## config.mk

```make
export PLATFORM = sky130hd
export DESIGN_NAME = uart_tx
export DESIGN_NICKNAME = d
export VERILOG_FILES = /design/src/rtl/uart_tx.sv
export SDC_FILE = /design/constraint.sdc
export NUM_CORES = 1
export LEC_CHECK = 0
export CAP_MARGIN = 15
export CORE_MARGIN = 4
export CORE_UTILIZATION = 61
export CTS_BUF_LIST = sky130_fd_sc_hd__clkbuf_8
export CTS_CLUSTER_SIZE = 8
export DETAILED_ROUTE_END_ITERATION = 8
export PLACE_DENSITY = 0.86
export SYNTH_ARGS = -nofsm -noshare
export SYNTH_HDL_FRONTEND = slang
export SYNTH_SLANG_ARGS = --single-unit
export TNS_END_PERCENT = 1
```

## constraint.sdc

```tcl
create_clock -name clk -period 6.02 [get_ports clk]
set_input_delay 1.505 -clock clk [delete_from_list [all_inputs] [get_ports clk]]
set_output_delay 1.505 -clock clk [all_outputs]
set_load 0.02 [all_outputs]
```

## src/rtl/uart_tx.sv

```systemverilog
// 8-bit UART transmitter (8N1/8N2, LSB first, idle-high) with valid/ready byte input.
// Define UART_TX_PARITY_EN to add a parity bit (even/odd chosen by PARITY_ODD).
module uart_tx #(
   parameter int unsigned CLK_HZ     = 50_000_000,
   parameter int unsigned BAUD       = 115200,
   parameter int unsigned STOP_BITS  = 1,
   parameter int unsigned PARITY_ODD = 0
) (
   input  logic       clk,
   input  logic       rst,
   input  logic [7:0] in_data,
   input  logic       in_valid,
   output logic       in_ready,
   output logic       tx,
   output logic       busy
);

   localparam int unsigned CLKS_PER_BIT = CLK_HZ / BAUD;
   localparam int unsigned CNT_W        = $clog2(CLKS_PER_BIT + 1);
   localparam int unsigned DATA_W       = 8;
   localparam int unsigned IDX_W        = 3;

   // Reject configurations the bit timing and frame format cannot support
   if (CLKS_PER_BIT < 2 || (STOP_BITS != 1 && STOP_BITS != 2) || PARITY_ODD > 1) begin : g_cfg_err
      $error("uart_tx: illegal CLK_HZ/BAUD, STOP_BITS or PARITY_ODD");
   end

   typedef enum logic [2:0] {
      S_IDLE,
      S_START,
      S_DATA,
`ifdef UART_TX_PARITY_EN
      S_PARITY,
`endif
      S_STOP
   } state_t;

   state_t                    state_q, state_d;
   logic [CNT_W-1:0]          cnt_q, cnt_d;
   logic [IDX_W-1:0]          idx_q, idx_d;
   logic [DATA_W-1:0]         shift_q, shift_d;
   logic                      tx_d, ready_d, busy_d;
   logic                      bit_end;

   assign bit_end = (cnt_q == CNT_W'(CLKS_PER_BIT - 1));

   // State and datapath registers
   always_ff @(posedge clk) begin
      if (rst) begin
         state_q <= S_IDLE;
         cnt_q   <= '0;
         idx_q   <= '0;
         shift_q <= '0;
      end else begin
         state_q <= state_d;
         cnt_q   <= cnt_d;
         idx_q   <= idx_d;
         shift_q <= shift_d;
      end
   end

   // Next state; idx counts data bits in DATA and stop bits in STOP
   always_comb begin
      state_d = state_q;
      cnt_d   = bit_end ? '0 : cnt_q + CNT_W'(1);
      idx_d   = idx_q;
      shift_d = shift_q;
      case (state_q)
         S_IDLE: begin
            cnt_d = '0;
            if (in_valid) begin
               shift_d = in_data;
               idx_d   = '0;
               state_d = S_START;
            end
         end
         S_START: begin
            if (bit_end) begin
               idx_d   = '0;
               state_d = S_DATA;
            end
         end
         S_DATA: begin
            if (bit_end) begin
               if (idx_q == IDX_W'(DATA_W - 1)) begin
                  idx_d   = '0;
`ifdef UART_TX_PARITY_EN
                  state_d = S_PARITY;
`else
                  state_d = S_STOP;
`endif
               end else begin
                  idx_d = idx_q + IDX_W'(1);
               end
            end
         end
`ifdef UART_TX_PARITY_EN
         S_PARITY: begin
            if (bit_end) begin
               idx_d   = '0;
               state_d = S_STOP;
            end
         end
`endif
         S_STOP: begin
            if (bit_end) begin
               if (idx_q == IDX_W'(STOP_BITS - 1)) begin
                  idx_d   = '0;
                  state_d = S_IDLE;
               end else begin
                  idx_d = idx_q + IDX_W'(1);
               end
            end
         end
         default: begin
            cnt_d   = '0;
            idx_d   = '0;
            state_d = S_IDLE;
         end
      endcase
   end

   // Outputs decoded from the next state so they change on the same edge as the state
   always_comb begin
      tx_d    = 1'b1;
      ready_d = 1'b0;
      busy_d  = 1'b1;
      case (state_d)
         S_IDLE: begin
            ready_d = 1'b1;
            busy_d  = 1'b0;
         end
         S_START:  tx_d = 1'b0;
         S_DATA:   tx_d = shift_d[idx_d];
`ifdef UART_TX_PARITY_EN
         S_PARITY: tx_d = (^shift_d) ^ 1'(PARITY_ODD);
`endif
         S_STOP:   tx_d = 1'b1;
         default: begin
            ready_d = 1'b1;
            busy_d  = 1'b0;
         end
      endcase
   end

   always_ff @(posedge clk) begin
      if (rst) begin
         tx       <= 1'b1;
         in_ready <= 1'b1;
         busy     <= 1'b0;
      end else begin
         tx       <= tx_d;
         in_ready <= ready_d;
         busy     <= busy_d;
      end
   end

endmodule
```

# Word level (Yosys, flattened, before mapping)
# Index checks and enable logic that the tools add are counted.
# word_totals
register_bits	26
elab_cells	45
# op_classes
muxes	21
bitwise	1
addsub	2
n_lt_le_gt_ge	1
reduce_logical	5
n_eq_ne	8
# ops
op	n
$mux 3	12
$pmux 3 s4	2
$mux 8	2
$eq 3x2->1 const B	4
$add 9x1->9 const B	1
$eq 9x9->1 const B	1
$reduce_or 3->1	3
$eq 3x1->1 const B	2
$logic_not 3->1	2
$lt 3x4->1 const B	1
$add 3x1->3 const B	1
$bmux 1 s3	1
$eq 3x3->1 const B	1
$mux 1	3
$pmux 1 s2	1
$not 1->1	1

# Logic depth before layout (Yosys ltp)
# Gate-level depths: netlist (run 1).
# depth
depth_word	7
depth_mapped	9
mapped_depth_nobuf	9

# Worst setup path before layout (run 1)
# Ideal clock, no wire load.
# synth_timing
path_type	input -> register
startpoint	in in_valid
endpoint	reg tx
required_time_ns	5.946
stages	6
setup_ns	0.074
t_arrival_ns	2.847
slack_ns	3.099
cell_sequence	nand2b_1 > nor4b_1 > a22o_4 > mux2_4 > o311a_1 > a31oi_1
# synth_between
elab_chain_len	5
word_cells_on_any_way	11
classes_between	2 x eq/ne; 9 x mux
# synth_rtl
item	line_no	rtl
from (decl)	12	input logic in_valid,
$mux 3 / $mux 8 (equally long branches)	71	if (in_valid) begin
$pmux 3 s4 / $mux 8 (equally long branches)	68	case (state_q)
$bmux 1 s3	134	S_DATA: tx_d = shift_d[idx_d];
$mux 1 (not written as such)	134	
$pmux 1 s2 (*)	128	case (state_d)
to (signal assigned)	152	tx <= tx_d;
to (decl)	14	output logic tx,
# Every way passes the cells marked *; elsewhere a longest branch is shown, timed or not. The select of a mux whose other input is x is not followed.
# A chain may end at the register's enable or synchronous reset.

# Final worst setup path (run 1)
# Ends and elaborated chain as after synthesis.

==> run_results.csv, run 1 <==
group,metric,value,unit
run_status,status,"completed",
synth,avgSynthCellArea,9.51,sq um
grt,overflow,0,
hold_path,min_path_cells,1,
sta,final_max_slew_viol_count,0,
synth,yosys_most_used_dff,"dfxtp_1",
floorplanning,die-area,2830,sq um
grt,antenna_found_initial,0,
sta,worstMarginPinSlew,0.701,ns
clocking,cts_root_buf,"clkbuf_8",
pwr,power_frac_clock,0.406,
sta,period_minus_slack,3.31,ns
job,drv_cap,0,
clocking,cts_resized,0,
setup_path,critPathMaxFanout,8,
grt,grt_pass1_vias,989,
pwr,p_sw,0.0669,mW
sta,tns,0,ns
sta,max_freq,0.302,GHz
pwr,leakage,0.560,nW
pwr,p_total,0.346,mW
placement,globalplace.congestion,0.765,
cells_and_area,diodes,0,
setup_path,worstRegToRegCells,9,
floorplanning,rows,16,
placement,io_buffers,13,
clocking,clock_path_buffers,2,
routing,routed_wl,2.49,mm
clocking,cts_sinks,26,
synth,synth_cell_types,38,
routing,first_iter_violations,29,
pwr,swShare,0.193,
sta,rsz0062_at_grt,"no",
synth,synth_warnings,0,
setup_path,start_kind,"input pin",
synth,syn_inst,131,
sta,setup_viol,0,
clocking,cts_hold_buf,0,
setup_path,worstSetupPathType,"in2reg",
grt,grt_pass1_wl,4.31,mm
synth,synth-edff-count,0,
cells_and_area,final_nets,161,
routing,wire_per_inst,14.5,microns
synth,synth_seq_area_share,0.418,
setup_path,required,6.21,ns
routing,num_vias,959,
pwr,powerDensity,236,nW/um^2
cells_and_area,drive_gt1_frac,0.0833,
grt,grt_usage,0.208,
clocking,post_cts_buffers,0,
clocking,clkLatencyLatePin,0.27,ns
routing,postRouteAntennaNets,0,
cells_and_area,final_util,0.755,
synth,synthArstFlopShare,0,
synth,netlist_area,1250,sq um
setup_path,crit_arrival,3.50,ns
clocking,numCtsBuffers,3,
synth,ys_ff_latch,26,
floorplanning,core,1940,sq um
pwr,power_frac_comb,0.077,
floorplanning,initial_utilization,0.642,
routing,viasPerCell,5.61,
sta,finClkSkew,0.00950,ns
clocking,h-tree-depth,1,
sta,post-route-period-util,0.550,
cells_and_area,final_cells,171,
sta,relSlewSlack,0.530,
pwr,p_int,0.279,mW
clocking,cts_tree,"built",
floorplanning,io_pins,14,
placement,dp_hpwl,1.83,mm
placement,place_inst,167,
setup_path,end_kind,"register",
synth,syn-num-nets,147,
routing,firstDrtPassIters,4,
clocking,clk_pin_slew,0.09,ns
pwr,irDropWorstVdd,0.214,mV
floorplanning,die_h,53.2,microns
pwr,pwr-share-seq,0.517,
sta,finalHoldViolations,0,
cells_and_area,area_growth,17.7,%
grt,grt_max_degree,17,
floorplanning,die_w,53.2,microns
hold_path,hold_class,"reg2reg",
routing,drc,0,
-- per-layer routing --
metal | part of all wire | global-route usage
met1 | 0.46 | 0.263
met3 | 0.025 | 0.0338
met2 | 0.51 | 0.361
met4 | 0.0036 | 0.0553
met5 | 0 | 0
-- state kept, by name, indices dropped and copies added, names as in the netlist --
register,flops
in_ready,1
tx,1
cnt_q,9
idx_q,3
state_q,3
busy,1
shift_q,8
-- path summary, 6_finish.rpt --
| path | from | end | slack, ns |
|---|---|---|---|
| min | cnt_q[0] | cnt_q[0] | 0.47 |
| max | in_valid | tx | 2.71 |
| max reg2reg | idx_q[0] | tx | 3.64 |
| min reg2reg | cnt_q[0] | cnt_q[0] | 0.47 |
-- logic make-up after synthesis --
family | count (synthesis) | synth area share
AOI/OAI and AO/OA | 16 | 0.0994
xor gates and xnor gates | 6 | 0.0422
adders and majority gates | 5 | 0.0502
buffers and inverters | 9 | 0.0271
DFF | 26 | 0.418
muxes | 14 | 0.116
other | 1 | 0.00301
and+or+nand+nor | 54 | 0.244
-- cells in the final DEF, fill, tap and decap left out, types with 2 or more instances in the layout --
cell and instances:
o21ai_0 3, and3_2 2, ha_1 5, nand3_1 4, xnor2_1 4, xor2_1 2
nor2_1 23, nor2b_1 7, inv_1 5, nand2_1 5, a21oi_1 2, dfxtp_1 26
and3_1 2, mux2i_1 13, clkbuf_8 3, a22oi_1 2, clkdlybuf4s50_1 13
-- power groups by stage --
stage | clock network [mW] | logic (mW) | registers, mW
final | 0.141 | 0.0267 | 0.179
after floorplan | 0 | 0.0143 | 0.183
after global routing | 0.152 | 0.0289 | 0.180
after CTS | 0.143 | 0.0267 | 0.179
after global placement | 0 | 0.0255 | 0.183
after detailed placement | 0 | 0.0262 | 0.183
-- stage by stage --
step / cell area [sq um] / hold WS (ns) / setup slack, ns
floorplan: 1250 / 0.430 / 3.10
global placement: 1400 / 0.444 / 2.55
detailed placement: 1400 / 0.453 / 2.49
CTS: 1470 / 0.475 / 2.71
global route: 1470 / 0.530 / 2.61
finish: 1470 / 0.472 / 2.71
-- synthesized netlist by cell type, types with 2 or more instances --
cell	number	area, sq um
a21oi_1	2	10.0
a22oi_1	2	15.0
and3_1	2	12.5
and3_2	2	15.0
clkbuf_1	4	15.0
dfxtp_1	26	521
ha_1	5	62.6
inv_1	5	18.8
mux2i_1	13	130
nand2_1	5	18.8
nand3_1	4	20.0
nor2_1	23	86.3
nor2b_1	7	43.8
o21ai_0	3	15.0
xnor2_1	4	35.0
xor2_1	2	17.5
-- area by class of cell --
class                      count  area [sq um]
clock buffer                   3          41.3
clock inverter                 1          30.0
fill                         141           475
inverter                       5          18.8
multi-input combinational     96           692
sequential                    26           520
tap                           27          33.8
timing repair buffer          13           130
-- critical path, cell delays in order --
cell and delay [ns]:
clkdlybuf4s50_1 0.48, nand2b_1 0.15, nor3_4 0.42, mux2i_1 0.18, mux2_4 0.30, o311a_1 0.30
a31oi_1 0.17
Note: power is estimated with default switching activity, not from simulation.
==> run 2, diff against run 1 <==
--- a/config.mk
+++ b/config.mk
@@ -7,11 +7,11 @@
 export LEC_CHECK = 0
 export CAP_MARGIN = 15
 export CORE_MARGIN = 4
-export CORE_UTILIZATION = 61
+export CORE_UTILIZATION = 51
 export CTS_BUF_LIST = sky130_fd_sc_hd__clkbuf_8
 export CTS_CLUSTER_SIZE = 8
 export DETAILED_ROUTE_END_ITERATION = 8
-export PLACE_DENSITY = 0.86
+export PLACE_DENSITY = 0.76
 export SYNTH_ARGS = -nofsm -noshare
 export SYNTH_HDL_FRONTEND = slang
 export SYNTH_SLANG_ARGS = --single-unit
==> constraint.sdc (replaced) <==
create_clock -name clk -period 2.76 [get_ports clk]
set_input_delay 0.69 -clock clk [delete_from_list [all_inputs] [get_ports clk]]
set_output_delay 0.69 -clock clk [all_outputs]
set_load 0.02 [all_outputs]
==> run_results.csv, run 2 (same netlist as run 1, synthesis figures left out) <==
group,metric,value,unit
setup_path,start_kind,"input pin",
routing,routed_wl,2.24,mm
clocking,cts_sinks,26,
sta,max_freq,0.414,GHz
cells_and_area,largest_registers,"cnt_q: 9 flops, shift_q: 8 flops",
sta,post-route-period-util,0.875,
pwr,powerDensity,445,nW/um^2
clocking,numCtsBuffers,3,
placement,globalplace.congestion,0.874,
routing,first_iter_violations,37,
setup_path,path_delay_family,"compound AO/OA/AOI/OAI gates",
cells_and_area,area_growth,17.8,%
pwr,leakage,0.565,nW
floorplanning,die_h,57.4,microns
grt,grt_max_degree,16,
cells_and_area,drive_gt1_frac,0.102,
pwr,power_frac_comb,0.091,
setup_path,cp_slowest_cell,"clkdlybuf4s50_1",
setup_path,cp-startpoint,"in_valid",
routing,postRouteAntennaNets,0,
floorplanning,initial_utilization,0.548,
sta,period_minus_slack,2.41,ns
sta,fin_ws,0.346,ns
clocking,post_cts_buffers,0,
setup_path,path_cells,"clkdlybuf4s50_1, nand2b_1, nor4b_1, a22o_4, mux2_4, o311a_1, a31oi_1",
cells_and_area,mostFrequentLayoutCells,"26 x dfxtp_1, 23 x nor2_1, 13 x mux2i_1, 13 x clkdlybuf4s50_1, 7 x nor2b_1",
pwr,pwr-share-seq,0.597,
setup_path,ff2ff_setup_slack,0.43,ns
setup_path,required,2.95,ns
grt,grt_usage,0.146,
pwr,p_int,0.515,mW
hold_path,hold_class,"reg2reg",
sta,finalHoldViolations,0,
floorplanning,rows,17,
floorplanning,core,2280,sq um
pwr,swShare,0.212,
floorplanning,die-area,3300,sq um
setup_path,critPathMaxFanout,5,
routing,viasPerCell,5.25,
placement,dp_hpwl,1.66,mm
clocking,h-tree-depth,1,
setup_path,max_stage_delay,0.42,ns
routing,drc,0,
setup_path,cp.depth,7,
grt,grt_pass1_wl,3.88,mm
routing,wire_per_inst,12.8,microns
clocking,cts_root_buf,"clkbuf_8",
clocking,clock_path_buffers,2,
pwr,irDropWorstVdd,0.317,mV
cells_and_area,final_area,1470,sq um
grt,antenna_found_initial,0,
clocking,cts_tree,"built",
cells_and_area,largest_register,"cnt_q",
grt,overflow,0,
pwr,power_frac_clock,0.311,
sta,final_max_slew_viol_count,0,
run_status,status,"completed",
sta,rsz0062_at_grt,"no",
placement,io_buffers,13,
cells_and_area,diodes,0,
clocking,clkLatencyLatePin,0.26,ns
floorplanning,die_w,57.4,microns
floorplanning,io_pins,14,
sta,tns,0,ns
setup_path,cp-endpoint,"tx",
sta,finClkSkew,0.00258,ns
placement,post-place-ws,0.0988,ns
placement,place_area,1430,sq um
grt,grt_pass1_vias,945,
cells_and_area,mostFrequentLayoutCell,"dfxtp_1",
setup_path,worstSetupPathType,"in2reg",
setup_path,reg2reg_to,"tx",
cells_and_area,largest_reg_flops,9,
cells_and_area,final_nets,165,
pwr,p_sw,0.139,mW
routing,num_vias,918,
clocking,cts_hold_buf,0,
setup_path,reg2reg_from,"idx_q[0]",
sta,setup_viol,0,
routing,firstDrtPassIters,4,
setup_path,crit_arrival,2.60,ns
clocking,clk_pin_slew,0.08,ns
setup_path,worstRegToRegCells,9,
job,drv_cap,0,
setup_path,path_buf_inv,1,
clocking,cts_resized,0,
setup_path,end_kind,"register",
-- run 2: cell count changes in the layout (fill, tap and decap cells not counted) --
cell       change
buf_4          +4
bufinv_16      -1
-- run 2: through the flow --
stage          total power [mW]  std cells   util  hold WS (ns)
5_1_grt                   0.682        175  0.645         0.501
3_3_place_gp              0.457        172  0.627         0.444
2_1_floorplan             0.430        131      -         0.430
6_report                  0.654        175  0.645         0.469
4_1_cts                   0.659        175  0.645         0.475
3_5_place_dp              0.458        172  0.627         0.456
-- run 2: worst register-to-register path, stage by stage, from the launching register on --
cell     delay (ns)
dfxtp_1        0.33
ha_1           0.20
ha_1           0.17
nor2b_1        0.13
a211o_1        0.27
mux2i_1        0.19
a22o_4         0.21
mux2_4         0.30
o311a_1        0.29
a31oi_1        0.17
-- run 2: power groups by stage --
| stage | registers [mW] | logic, mW | clock network, mW |
|---|---|---|---|
| 2_1_floorplan | 0.399 | 0.0312 | 0 |
| 3_3_place_gp | 0.399 | 0.0587 | 0 |
| 3_5_place_dp | 0.399 | 0.0591 | 0 |
| 4_1_cts | 0.390 | 0.0600 | 0.208 |
| 5_1_grt | 0.391 | 0.0653 | 0.225 |
| 6_report | 0.390 | 0.0598 | 0.204 |
-- run 2: metal layers --
metal	vias up	GRT usage	wire length [microns]
li1	483	-	-
met1	411	0.191	1110
met2	18	0.221	997
met3	6	0.0362	81
met4	0	0.0762	54
met5	-	0	0
-- run 2: worst min-delay path by stage --
stage / start / to / slack, ns / cells past startpoint
after global placement: cnt_q[0] / cnt_q[0] / 0.44 / 1
after detailed placement: cnt_q[0] / cnt_q[0] / 0.46 / 1
final: cnt_q[0] / cnt_q[0] / 0.47 / 1
after floorplan: cnt_q[0] / cnt_q[0] / 0.43 / 1
after CTS: cnt_q[0] / cnt_q[0] / 0.48 / 1
after global routing: cnt_q[0] / cnt_q[0] / 0.50 / 1
-- run 2: final cells by class --
cell class                 count  area (sq um)
fill                         184           808
tap                           28          35.0
sequential                    26           520
timing repair buffer          17           160
inverter                       5          18.8
clock buffer                   3          41.3
multi-input combinational     96           692
==> run 3, diff against run 2 <==
--- a/config.mk
+++ b/config.mk
@@ -11,6 +11,7 @@
 export CTS_BUF_LIST = sky130_fd_sc_hd__clkbuf_8
 export CTS_CLUSTER_SIZE = 8
 export DETAILED_ROUTE_END_ITERATION = 8
+export GPL_ROUTABILITY_DRIVEN = 0
 export PLACE_DENSITY = 0.76
 export SYNTH_ARGS = -nofsm -noshare
 export SYNTH_HDL_FRONTEND = slang
==> results of run 3 <==
Same layout as run 2: the final DEF is identical, and so are final timing and power.
